===== config.mk =====
export PLATFORM = sky130hd
export DESIGN_NAME = encoder_16to4_irq
export DESIGN_NICKNAME = d
export VERILOG_FILES = /design/src/rtl/enc_pkg.sv /design/src/rtl/prio_pick.sv /design/src/rtl/encoder_16to4_irq.sv
export SDC_FILE = /design/constraint.sdc
export NUM_CORES = 1
export LEC_CHECK = 0
export CAP_MARGIN = 40
export CORE_ASPECT_RATIO = 1.2
export CORE_UTILIZATION = 41
export CTS_BUF_LIST = sky130_fd_sc_hd__clkbuf_16
export DETAILED_ROUTE_END_ITERATION = 12
export PLACE_DENSITY_LB_ADDON = 0.25
export SLEW_MARGIN = 10
export SYNTH_ARGS = -nofsm -noshare
export SYNTH_HDL_FRONTEND = slang
export SYNTH_HIERARCHICAL = 1
export SYNTH_SLANG_ARGS = --single-unit

===== constraint.sdc =====
create_clock -name clk -period 2.18 [get_ports clk]
set_input_delay 0.327 -clock clk [delete_from_list [all_inputs] [get_ports clk]]
set_output_delay 0.327 -clock clk [all_outputs]
set_load 0.05 [all_outputs]

===== src/rtl/enc_pkg.sv =====
// Shared definitions for the 16-to-4 request encoder: sizes, FSM state type
// and the fixed-priority winner function (highest index wins).
package enc_pkg;

    localparam int N_IN   = 16;
    localparam int CODE_W = 4;

    typedef enum logic {
        IDLE  = 1'b0,
        GRANT = 1'b1
    } state_t;

    // Highest set bit of pending; returns 0 when nothing is pending.
    function automatic logic [CODE_W-1:0] pick_fixed(input logic [N_IN-1:0] pending);
        logic [CODE_W-1:0] code;
        code = '0;
        for (int k = 0; k < N_IN; k++) begin
            if (pending[k]) begin
                code = CODE_W'(k);
            end
        end
        return code;
    endfunction

endpackage


===== src/rtl/prio_pick.sv =====
// Combinational winner select over the pending set.
// Build option: ROUND_ROBIN_EN -- when defined, the search starts at rr_ptr
// and walks upward with wrap 15 -> 0; otherwise highest index wins.
module prio_pick
    import enc_pkg::*;
(
    input  logic [N_IN-1:0]   pending,
`ifdef ROUND_ROBIN_EN
    input  logic [CODE_W-1:0] rr_ptr,
`endif
    output logic [CODE_W-1:0] code,
    output logic              any
);

    assign any = |pending;

`ifdef ROUND_ROBIN_EN
    // First pending index at or above rr_ptr, wrapping through 15 -> 0.
    always_comb begin
        logic              found;
        logic [CODE_W-1:0] idx;
        code  = '0;
        found = 1'b0;
        idx   = '0;
        for (int off = 0; off < N_IN; off++) begin
            idx = rr_ptr + CODE_W'(off);
            if (!found && pending[idx]) begin
                code  = idx;
                found = 1'b1;
            end
        end
    end
`else
    // Fixed priority: highest pending index.
    always_comb begin
        code = pick_fixed(pending);
    end
`endif

endmodule


===== src/rtl/encoder_16to4_irq.sv =====
// Sequential 16-to-4 priority encoder with sticky, edge-captured requests.
// Rising edges on d0..d15 set pending bits; one winner is presented on
// i3..i0 with valid and held until ack, which clears that pending bit.
// Build option: ROUND_ROBIN_EN -- rotating priority with rr_ptr advanced
// to granted code + 1 on every ack; default is fixed highest-index priority.
module encoder_16to4_irq
    import enc_pkg::*;
(
    input  logic clk,
    input  logic rst_n,
    input  logic d0,
    input  logic d1,
    input  logic d2,
    input  logic d3,
    input  logic d4,
    input  logic d5,
    input  logic d6,
    input  logic d7,
    input  logic d8,
    input  logic d9,
    input  logic d10,
    input  logic d11,
    input  logic d12,
    input  logic d13,
    input  logic d14,
    input  logic d15,
    input  logic ack,
    output logic i0,
    output logic i1,
    output logic i2,
    output logic i3,
    output logic valid,
    output logic missed
);

    logic [N_IN-1:0]   d_vec;
    logic [N_IN-1:0]   d_prev;
    logic [N_IN-1:0]   rise;
    logic [N_IN-1:0]   pending;
    logic [N_IN-1:0]   clr;
    logic [N_IN-1:0]   pending_nxt;
    logic              missed_nxt;
    logic [CODE_W-1:0] code_q;
    logic [CODE_W-1:0] win_code;
    logic              win_any;
    logic              do_ack;
    state_t            state;

    assign d_vec = {d15, d14, d13, d12, d11, d10, d9, d8,
                    d7,  d6,  d5,  d4,  d3,  d2,  d1, d0};

    assign rise = d_vec & ~d_prev;

    // Ack only counts while a code is actually presented.
    assign do_ack = (state == GRANT) && ack;

    // Clearing the serviced bit and capturing a new edge can coincide; the
    // capture is OR-ed in after the clear so the new request survives.
    always_comb begin
        clr         = '0;
        if (do_ack) begin
            clr[code_q] = 1'b1;
        end
        pending_nxt = (pending & ~clr) | rise;
        missed_nxt  = |(rise & pending & ~clr);
    end

`ifdef ROUND_ROBIN_EN
    logic [CODE_W-1:0] rr_ptr;

    prio_pick u_pick (
        .pending (pending),
        .rr_ptr  (rr_ptr),
        .code    (win_code),
        .any     (win_any)
    );

    // Rotating pointer moves just past the code that was serviced.
    always_ff @(posedge clk or negedge rst_n) begin
        if (!rst_n) begin
            rr_ptr <= '0;
        end else if (do_ack) begin
            rr_ptr <= code_q + CODE_W'(1);
        end
    end
`else
    prio_pick u_pick (
        .pending (pending),
        .code    (win_code),
        .any     (win_any)
    );
`endif

    // Edge-detect history, sticky pending set and the missed-edge pulse.
    always_ff @(posedge clk or negedge rst_n) begin
        if (!rst_n) begin
            d_prev  <= '0;
            pending <= '0;
            missed  <= 1'b0;
        end else begin
            d_prev  <= d_vec;
            pending <= pending_nxt;
            missed  <= missed_nxt;
        end
    end

    // Grant FSM: arbitrate only from IDLE, freeze the code while in GRANT.
    always_ff @(posedge clk or negedge rst_n) begin
        if (!rst_n) begin
            state  <= IDLE;
            code_q <= '0;
            valid  <= 1'b0;
        end else begin
            unique case (state)
                IDLE: begin
                    if (win_any) begin
                        code_q <= win_code;
                        valid  <= 1'b1;
                        state  <= GRANT;
                    end else begin
                        valid  <= 1'b0;
                    end
                end
                GRANT: begin
                    if (ack) begin
                        valid <= 1'b0;
                        state <= IDLE;
                    end
                end
            endcase
        end
    end

    assign {i3, i2, i1, i0} = code_q;

endmodule


# --- Word level (Yosys, flattened, before mapping) ---
# Cells that the tools add are included.
word_totals:
  register_bits: 39
  mem_count: 0
  output_inout_bits: 6
  elab_cells: 45
  romBits: 0
  latchBits: 0
  mem_bits_rw: 0
classes:
  div_mod_pow: 0
  bitwise_logic: 8
  multipliers: 0
  shifts: 0
  magnitude_cmp: 2
  n_reduce_logical: 5
  n_addsub: 0
  n_eq_ne: 1
  n_mux: 23
op_table:
  columns: ["cell", "count"]
  rows:
  - ["$and 16x16->16", 4]
  - ["$mux 4", 8]
  - ["$not 16->16", 2]
  - ["$reduce_or 16->1", 2]
  - ["$mux 16", 1]
  - ["$or 16x16->16", 1]
  - ["$mux 3", 4]
  - ["$lt 4x5->1 const B", 1]
  - ["$mux 1", 5]
  - ["$demux 1 s4", 1]
  - ["$ge 4x1->1 const B", 1]
  - ["$mux 2", 2]
  - ["$pmux 1 s2", 2]
  - ["$logic_and 1x1->1", 2]
  - ["$ne 2x2->1 const B", 1]
  - ["$reduce_and 2->1", 1]
  - ["$not 1->1", 1]

# --- Depth between registers and ports, before layout ---
depth:
  depth_word: 15
  mapped_depth: 6
  ltp_nobuf: 5

# --- By module ---
# The synthesis kept the hierarchy.
modules_own_cells:
  columns: ["mod", "n_inst", "cells_each", "seq_area_each_um2", "area_each_um2"]
  rows:
  - ["encoder_16to4_irq", 1, 164, 975.9, 1697.9]
  - ["prio_pick", 1, 28, 0.0, 170.2]

# --- Least setup slack after synthesis ---
# Ideal clock, no wire load.
synth_timing:
  path_kind: "register to register"
  from: "reg pending[8]"
  to: "reg code_q[0]"
  t_required_ns: 2.055
  t_arrival_ns: 1.607
  stages_incl_launch_ff: 7
  setup_ns: 0.125
  setup_slack_ns: 0.448
  cell_sequence: "dfrtp_1 -> nor4_2 -> nand3_1 -> or2_1 -> and2b_2 -> clkbuf_1 -> mux2_2"
synth_lines:
  columns: ["item", "line_no", "rtl"]
  rows:
  - ["start, declared", "encoder_16to4_irq.sv:39", "logic [N_IN-1:0] pending;"]
  - ["start signal, assigned", "encoder_16to4_irq.sv:102", "pending <= pending_nxt;"]
  - ["$reduce_or 16->1", "prio_pick.sv:15", "assign any = |pending;"]
  - ["net win_any", "encoder_16to4_irq.sv:45", "logic win_any;"]
  - ["$reduce_and 2->1 (no line)", null, null]
  - ["end signal, assigned", "encoder_16to4_irq.sv:117", "code_q <= win_code;"]
  - ["end, declared", "encoder_16to4_irq.sv:43", "logic [CODE_W-1:0] code_q;"]
# The timed path passes the listed nets, and every way through them passes these cells.
# A chain may end at the register's enable or synchronous reset.

# --- Final worst setup path ---
layout_timing:
  from: "reg code_q[3]"
  to: "out i3"
layout_lines:
  columns: ["item", "line_no", "rtl"]
  rows:
  - ["end, declared", "encoder_16to4_irq.sv:31", "output logic i3,"]
# No word-level cell between the ends.

==> impl_metrics.py <==
metrics = {
    "final_layout": {
        "post-route-cell-area_sq_um": 2330,
        "final_util_pct": 53.8,
        "multi_input_area_sq_um": 752,
        "instances_no_fill": 277,
        "fill_cells": 404,
        "fin_nets": 239,
        "area_growth_pct": 24.7,
        "diodes": 0,
        "regArea_sq_um": 976,
        "layout-drive-gt1-share_pct": 11.8,
    },
    "cts": {
        "cts_setup_buffers": 0,
        "tritoncts": "built",
        "clock-sinks": 39,
        "h-tree-depth": 2,
        "clk_path_buf_depth": 2,
        "cts_buffers": 5,
        "holdBufCountCts": 1,
        "cts-root-buf": "clkbuf_16",
        "ctsResizeCount": 0,
        "insertion_delay_ps": 280,
        "path_clk_slew_ps": 60,
    },
    "logic_synthesis": {
        "synth_cell_type_count": 34,
        "ys.warnings.count": 6,
        "syn_area_per_cell_sq_um": 9.73,
        "yosysSeqAreaShare_pct": 52.2,
        "synth_cells": 192,
        "synth_nets": 211,
        "syn_area_sq_um": 1870,
        "ys_ff_latch": 39,
    },
    "floorplanning": {
        "core.rowCount": 26,
        "ios": 25,
        "die_y_um": 75.9,
        "die_w_um": 63.6,
        "start_util_pct": 43.2,
        "die-area_sq_um": 4830,
        "core_area_sq_um": 4330,
    },
    "timing": {
        "tightest_slew_ps": 559,
        "tns_ps": 0,
        "finalHoldViolCount": 0,
        "fmax_mhz": 532,
        "grt_setup_unrepaired": "no",
        "setup_violations": 0,
        "skew_ps": 4.05,
        "relSlewSlack_pct": 62.6,
        "final_max_slew_viol_count": 0,
        "final.min_clock_period_ps": 1880,
        "period_share_pct": 86.1,
    },
    "placed_design": {
        "dp_hpwl_mm": 2.91,
        "placed_area_sq_um": 2150,
        "dp.cells": 268,
        "port_buffers": 24,
        "place.gp.congestion": 0.903,
    },
    "route": {
        "via_count": 1443,
        "via_per_inst": 5.21,
        "drtIter0Drc": 97,
        "firstDrtPassIters": 4,
        "ant_nets": 0,
        "drc": 0,
        "detail_route.wl_per_cell_um": 14.4,
        "wl_mm": 4.00,
    },
    "worst_setup_path": {
        "cp_max_fo": 6,
        "crit_arrival_ps": 1550,
        "crit_type": "reg2out",
        "crit_buf_inv": 1,
        "required_ps": 1850,
        "cp_slowest_cell": "clkdlybuf4s50_1",
        "path_cells": "clkdlybuf4s50_1",
        "setup.worst_path.end_class": "output pin",
        "slowest_delay_ps": 830,
        "crit_family": "buffers and inverters",
        "cp-start-kind": "flip-flop",
    },
    "global_routing": {
        "grt_pass1_wl_mm": 6.82,
        "overflow": 0,
        "grt_pass1_vias": 1399,
        "antenna_found_initial": 0,
        "grtUsageTotal_pct": 18.4,
        "grt_max_degree": 26,
    },
    "power": {
        "p_clk_share_pct": 37.9,
        "power_per_cell_area_nw_per_um2": 934,
        "p_comb_share_pct": 21.5,
        "leakage_nw": 0.996,
        "seqPwrFrac_pct": 40.6,
        "power.total_mw": 2.18,
        "ir_worst_vdd_v": 0.000524,
        "power_switching_mw": 0.629,
        "power_switching_share_pct": 28.9,
        "p_int_mw": 1.55,
    },
    "flow_run": {
        "cap_violations": 0,
    },
    "hold_path": {
        "min_path_type": "reg2reg",
    },
    "status": {
        "status": "finished clean",
    },
}
==> sequential cells by signal (all words and copies together) (netlist names) <==
register / cells
state: 1
missed: 1
d_prev: 16
pending: 16
code_q: 4
valid: 1
==> per-stage QoR <==
step                worst slack, ps  hold WS, ps
finish                          302          447
global route                    170          460
CTS                             298          452
detailed placement              243          254
global placement                272          427
floorplan                       448         31.4
==> cell usage in the layout (no fill, tap or decap), types with 2 or more instances in the layout <==
cell	count
a21oi_1	12
a31oi_1	5
and2b_2	2
and4b_1	2
buf_4	4
clkbuf_16	5
clkdlybuf4s50_1	23
dfrtp_1	39
inv_1	18
mux2_2	4
nand2_1	28
nand2b_1	2
nand3_1	7
nand3b_1	16
nor2_1	9
nor2b_1	2
nor4_1	3
nor4_2	3
o21ai_0	16
o31ai_1	2
==> power by group through the flow <==
stage	clock, mW	sequential, mW	combinational (mW)
final	0.825	0.884	0.468
after floorplan	0	0.966	0.245
after CTS	0.842	0.884	0.469
after detailed placement	0	0.892	0.466
after global routing	0.872	0.900	0.500
after global placement	0	0.895	0.456
==> cell type report <==
type / instances / share of cell area, %
Sequential cell: 39 / 41.9
Inverter: 18 / 2.90
Clock inverter: 3 / 1.88
Timing Repair Buffer: 30 / 12.7
Multi-Input combinational cell: 126 / 32.3
Tap cell: 56 / 3.01
Clock buffer: 5 / 5.37
==> cell families (layout without fill, tap and decap cells) <==
kind of cell / after synthesis / after routing / share of synthesized area (%)
muxes: 4 / 4 / 2.41
AOI/OAI and AO/OA: 40 / 40 / 12.3
and+or+nand+nor: 82 / 82 / 25.5
buffers and inverters: 27 / 56 / 7.50
DFF: 39 / 39 / 52.2
==> layer usage <==
layer  routed length, um  global-route usage (%)
met1                1850                    24.5
met2                1950                    28.8
met3                 176                    5.12
met4                  23                    5.45
met5                   0                       0
==> Yosys cell counts, drive strengths merged <==
cell type / instances / area (sq um)
nand3b: 16 / 120
o31ai: 2 / 15.0
and4: 1 / 8.76
nor4: 6 / 56.3
nand2b: 2 / 12.5
nor3: 1 / 5.00
a221o: 1 / 10.0
nand3: 7 / 35.0
dfrtp: 39 / 976
and4b: 2 / 20.0
nand4: 1 / 6.26
nor2b: 2 / 12.5
or4b: 1 / 10.0
a31oi: 5 / 31.3
a21oi: 12 / 60.1
o21ai: 16 / 80.1
or2: 1 / 6.26
and2b: 2 / 17.5
mux2: 4 / 45.0
a311oi: 1 / 8.76
or3b: 1 / 8.76
inv: 18 / 67.6
nand2: 28 / 105
and4bb: 1 / 12.5
a21o: 2 / 16.3
nor2: 10 / 40.0
buf: 8 / 68.8
a31o: 1 / 8.76
clkbuf: 1 / 3.75
==> final timing paths <==
check / start / end / slack, ps / cells past startpoint
worst max-delay path: code_q[3] / i3 / 300 / 1
worst min-delay path: d_prev[6] / pending[6] / 450 / 1
worst max register to register: pending[5] / code_q[3] / 330 / 6
worst min register to register: d_prev[6] / pending[6] / 450 / 1
max in group asynchronous: rst_n / missed / 1240 / 3
min in group asynchronous: rst_n / pending[0] / 490 / 2
Note: power is estimated with default switching activity, not from simulation.
